--- src/rtl/clock_switch_controller.sv ---
// Clock-source switch sequencer: owns the glitch-free mux select, waits for the
// mux synchronizers to settle, reports completion, then holds off the next switch.
module clock_switch_controller #(
  parameter int   SETTLE_CYCLES = 16,
  parameter int   DWELL_CYCLES  = 32,
  parameter logic RESET_SELECT  = 1'b0
) (
  input  logic i_clock,
  input  logic i_reset,
  input  logic i_request_valid,
  input  logic i_request_select,
  output logic o_request_ready,
  output logic o_select,
  output logic o_active_select,
  output logic o_busy,
  output logic o_done
);
  // state  | meaning
  // IDLE   | select stable and settled, accepting requests
  // SETTLE | select toggled, waiting out the mux synchronizers
  // DWELL  | switch reported, holding off the next request
  localparam logic [1:0] S_IDLE   = 2'd0;
  localparam logic [1:0] S_SETTLE = 2'd1;
  localparam logic [1:0] S_DWELL  = 2'd2;

  localparam int CNT_MAX = (SETTLE_CYCLES > DWELL_CYCLES) ? SETTLE_CYCLES : DWELL_CYCLES;
  localparam int CW      = $clog2(CNT_MAX + 1);
  localparam logic [CW-1:0] SETTLE_LAST = CW'(SETTLE_CYCLES - 1);
  localparam logic [CW-1:0] DWELL_LAST  = (DWELL_CYCLES > 0) ? CW'(DWELL_CYCLES - 1) : '0;

  logic [1:0]    r_state;
  logic [CW-1:0] r_cnt;
  logic          r_ready;
  logic          r_select;
  logic          r_active;
  logic          r_busy;
  logic          r_done;

  logic [1:0]    w_state_next;
  logic          w_accept;
  logic          w_noop;
  logic          w_toggle;
  logic          w_settle_end;
  logic          w_dwell_end;

  assign w_accept     = i_request_valid && r_ready;
  assign w_noop       = w_accept && (r_state == S_IDLE) && (i_request_select == r_select);
  assign w_toggle     = w_accept && (r_state == S_IDLE) && (i_request_select != r_select);
  assign w_settle_end = (r_state == S_SETTLE) && (r_cnt == SETTLE_LAST);
  assign w_dwell_end  = (r_state == S_DWELL) && (r_cnt == DWELL_LAST);

  always_comb begin
    w_state_next = r_state;
    case (r_state)
      S_IDLE:   if (w_toggle) w_state_next = S_SETTLE;
      S_SETTLE: if (w_settle_end) w_state_next = (DWELL_CYCLES == 0) ? S_IDLE : S_DWELL;
      S_DWELL:  if (w_dwell_end) w_state_next = S_IDLE;
      default:  w_state_next = S_IDLE;
    endcase
  end

  // ready/busy are registered views of the next state so they flip together
  always_ff @(posedge i_clock or posedge i_reset) begin
    if (i_reset) begin
      r_state  <= S_IDLE;
      r_cnt    <= '0;
      r_ready  <= 1'b0;
      r_select <= RESET_SELECT;
      r_active <= RESET_SELECT;
      r_busy   <= 1'b0;
      r_done   <= 1'b0;
    end else begin
      r_state <= w_state_next;
      r_ready <= (w_state_next == S_IDLE);
      r_busy  <= (w_state_next != S_IDLE);
      r_done  <= w_noop || w_settle_end;
      if (w_toggle) r_select <= i_request_select;
      if (w_settle_end) r_active <= r_select;
      if (w_toggle || w_settle_end || w_dwell_end || (r_state == S_IDLE))
        r_cnt <= '0;
      else
        r_cnt <= r_cnt + CW'(1);
    end
  end

  assign o_request_ready = r_ready;
  assign o_select        = r_select;
  assign o_active_select = r_active;
  assign o_busy          = r_busy;
  assign o_done          = r_done;

endmodule

--- config.mk ---
export PLATFORM = sky130hd
export DESIGN_NAME = clock_switch_controller
export DESIGN_NICKNAME = d
export VERILOG_FILES = /design/src/rtl/clock_switch_controller.sv
export SDC_FILE = /design/constraint.sdc
export NUM_CORES = 1
export LEC_CHECK = 0
export ABC_AREA = 1
export CAP_MARGIN = 5
export CORE_MARGIN = 2
export CORE_UTILIZATION = 45
export DETAILED_ROUTE_END_ITERATION = 12
export PLACE_DENSITY = 0.68
export SYNTH_ARGS = -nofsm -noshare
export SYNTH_HDL_FRONTEND = slang
export SYNTH_SLANG_ARGS = --single-unit
export TNS_END_PERCENT = 5
--- constraint.sdc ---
create_clock -name i_clock -period 1.3 [get_ports i_clock]
set_input_delay 0.325 -clock i_clock [delete_from_list [all_inputs] [get_ports i_clock]]
set_output_delay 0.325 -clock i_clock [all_outputs]
set_load 0.01 [all_outputs]
==> impl_metrics.py <==
metrics = {
    "status": {
        "status": "finished clean",
    },
    "setup_path": {
        "critPathKind": "flop to flop",
        "endpoint_kind": "flop",
        "crit_path_start_kind": "flop",
        "cp.arrival_ps": 1440,
        "critPathRequiredTime_ps": 1460,
        "crit_fanout": 6,
        "crit_top_cell": "nand2_2",
        "critPathTopFamily": "simple AND/OR/NAND/NOR gates",
        "slowest_stage": "dfrtp_1",
        "critPathBufInv": 0,
        "crit_path_max_incr_delay_ps": 380,
        "path_cells": "ha_2, nand2_2, nor2_4, nand2_2, nand2_2, nand2_2, nand2_4, nor2_1",
    },
    "drt": {
        "drt.antenna.violating_nets": 0,
        "viasPerCell": 4.634,
        "drtPass1Iterations": 4,
        "drc": 0,
        "drt-initial-drc-count": 4,
        "drt-total-wl_mm": 1.003,
        "num_vias": 468,
        "drt-wirelength-per-cell_um": 9.931,
    },
    "floorplanning": {
        "core_um2": 1269,
        "die_area_um2": 1649,
        "start_util_pct": 47.53,
        "rows": 13,
        "die_w_um": 40.61,
        "die_h_um": 40.61,
        "io_pins": 9,
    },
    "power": {
        "p_leak_nw": 0.3828,
        "vdd_drop_max_mv": 0.6881,
        "p_comb_share_pct": 8.9,
        "sw_frac_of_total_pct": 22.68,
        "p_int_mw": 0.5618,
        "sequentialPowerShare_pct": 57.6,
        "power_density_nw_per_um2": 921.7,
        "p_clk_share_pct": 33.5,
        "p_switching_mw": 0.1648,
    },
    "min_path": {
        "hp-class": "input pin to async pin",
    },
    "clocking": {
        "cts_tree": "yes",
        "cts.sinks": 13,
        "cts_root_buf": "clkbuf_4",
        "htree_levels": 1,
        "cts_made_buffers": 3,
        "ctsHoldBuffers": 0,
        "clk_latency_ps": 270,
        "clk_pin_slew_ps": 80,
        "cts_buffer_depth": 2,
        "post_cts_buffers": 0,
    },
    "cells_and_area": {
        "nets": 92,
        "num_antenna_cells": 0,
        "area_growth_pct": 30.71,
        "fin_util_pct": 62.13,
        "drive_gt1_share_pct": 23.26,
        "layout.cells.non_filler": 101,
    },
    "timing": {
        "fin_ws_ps": 22.28,
        "rsz0062_at_grt": "yes",
        "fmax_mhz": 782.6,
        "relSlewSlack_pct": 81.01,
        "setup-violations-final": 0,
        "min_period_over_period_pct": 98.29,
        "tightest_slew_ps": 283.7,
        "final_hold_viol_count": 0,
        "holdWs_ps": 344.2,
        "min_period_ps": 1278,
        "skew_ps": 1.661,
        "finalMaxSlewViolations": 0,
    },
    "synth": {
        "ys_seq_area_share_pct": 53.94,
        "ys_warn_count": 0,
        "synth_cell_types": 16,
        "syn_area_per_cell_um2": 8.740,
        "syn-cell-area_um2": 603.1,
        "syn-num-nets": 74,
        "syn_inst": 69,
        "ys_seq_elements": 13,
    },
    "placement": {
        "gp_congestion": 0.7274,
        "pre_cts_ws_ps": -53.56,
        "dp.cells": 97,
        "io_buffers": 8,
        "dp_hpwl_um": 734.2,
    },
    "global_routing": {
        "antenna_found_initial": 0,
        "grt_pass1_wl_mm": 1.580,
        "grt_usage_pct": 15.47,
        "grt_pass1_vias": 398,
        "grt_max_degree": 14,
        "overflow": 0,
    },
    "flow_run": {
        "maxCapViolCount": 0,
    },
}
-- cell usage after synthesis, drive strengths merged --
cell type  count  area, um2
nand2         19      78.83
ha             1      12.51
inv           10      37.53
nor2          12      52.55
xor2           3      26.28
nor3           1      10.01
o21ai          3      15.01
nand4          1      6.260
xnor2          1      8.760
dfrtp         13      325.3
nand3          5      30.03
-- final timing paths --
check / cells past startpoint / slack (ps) / endpoint / startpoint
min in group i_clock: 2 / 490 / o_active_select / o_active_select
setup / recovery: 8 / 20 / r_cnt[2] / r_cnt[1]
hold / removal: 3 / 340 / r_cnt[3] / i_reset
setup reg to reg: 8 / 20 / r_cnt[2] / r_cnt[1]
hold reg to reg: 2 / 490 / o_active_select / o_active_select
max in group asynchronous: 3 / 800 / o_select / i_reset
-- kinds of logic (layout without fill, tap and decap cells) --
| family | after synthesis | in the layout | synth area share [%] |
|---|---|---|---|
| AND/OR/NAND/NOR | 38 | 38 | 29.46 |
| XOR/XNOR | 4 | 4 | 5.810 |
| AO/OA/AOI/OAI | 3 | 3 | 2.489 |
| flip-flops | 13 | 13 | 53.94 |
| adder cells (fa/ha/maj) | 1 | 1 | 2.074 |
| buffers and inverters | 10 | 27 | 6.223 |
-- cells in the final DEF (no fill, tap or decap) --
cell | netlist | routed
ha_2 | 0 | 1
clkdlybuf4s15_1 | 0 | 1
nand3_4 | 0 | 1
clkbuf_4 | 0 | 3
xnor2_1 | 1 | 1
inv_2 | 1 | 1
dfrtp_1 | 13 | 13
dlygate4sd2_1 | 0 | 4
nand2_1 | 16 | 13
nand3_2 | 1 | 1
inv_1 | 9 | 9
xor2_1 | 3 | 3
o21ai_0 | 2 | 2
nand2_4 | 0 | 1
nand4_1 | 1 | 1
nor2_4 | 1 | 1
clkbuf_1 | 0 | 1
nor2_1 | 11 | 11
nand3_1 | 4 | 3
nor3_2 | 1 | 1
buf_4 | 0 | 5
nand2_2 | 3 | 5
clkdlybuf4s50_1 | 0 | 3
o21ai_1 | 1 | 1
-- registers in the layout (all words and copies together) (netlist names) --
signal / cells
r_state: 2
o_select: 1
o_done: 1
o_active_select: 1
o_busy: 1
r_cnt: 6
o_request_ready: 1
-- power by group through the flow --
stage | clock (mW) | sequential [mW] | combinational (mW)
final | 0.243 | 0.419 | 0.0644
after global routing | 0.265 | 0.420 | 0.0742
after CTS | 0.256 | 0.419 | 0.0617
after detailed placement | 0 | 0.427 | 0.0658
after global placement | 0 | 0.427 | 0.0649
after floorplan | 0 | 0.430 | 0.0281
-- metal layers --
metal	GRT usage, %	wire length, um
met5	0	0
met4	10.00	5
met3	5.978	40
met2	24.60	521
met1	17.13	435
-- timing repair --
item / in CTS / in global routing
endpoints found under the setup margin: 5 / 8
resized for setup: 6 / 7
pin swaps: 0 / 3
endpoints found under the hold margin: 0 / 0
-- worst reg2reg max path, delay by kind of cell (launching register included) --
family | cells | cell delay, ps
AND/OR/NAND/NOR | 7 | 590
flip-flops | 1 | 380
adder cells (fa/ha/maj) | 1 | 200
-- metrics by stage --
stage               instance area [um2]  setup TNS, ps  power (mW)
finish                            788.3              0      0.7265
global route                      788.3         -417.8      0.7590
CTS                               760.7              0      0.7362
global placement                  739.5         -152.3      0.4916
detailed placement                739.5         -143.4      0.4929
floorplan                         603.1              0      0.4578
-- layout make-up --
cell class                      instances  area [um2]
Clock buffer                            4       26.28
Fill cell                             120       480.5
Inverter                               10       37.54
Multi-Input combinational cell         46       267.8
Sequential cell                        13       325.3
Tap cell                               15       18.77
Timing Repair Buffer                   13       112.6
Note: power is estimated with default switching activity, not from simulation.
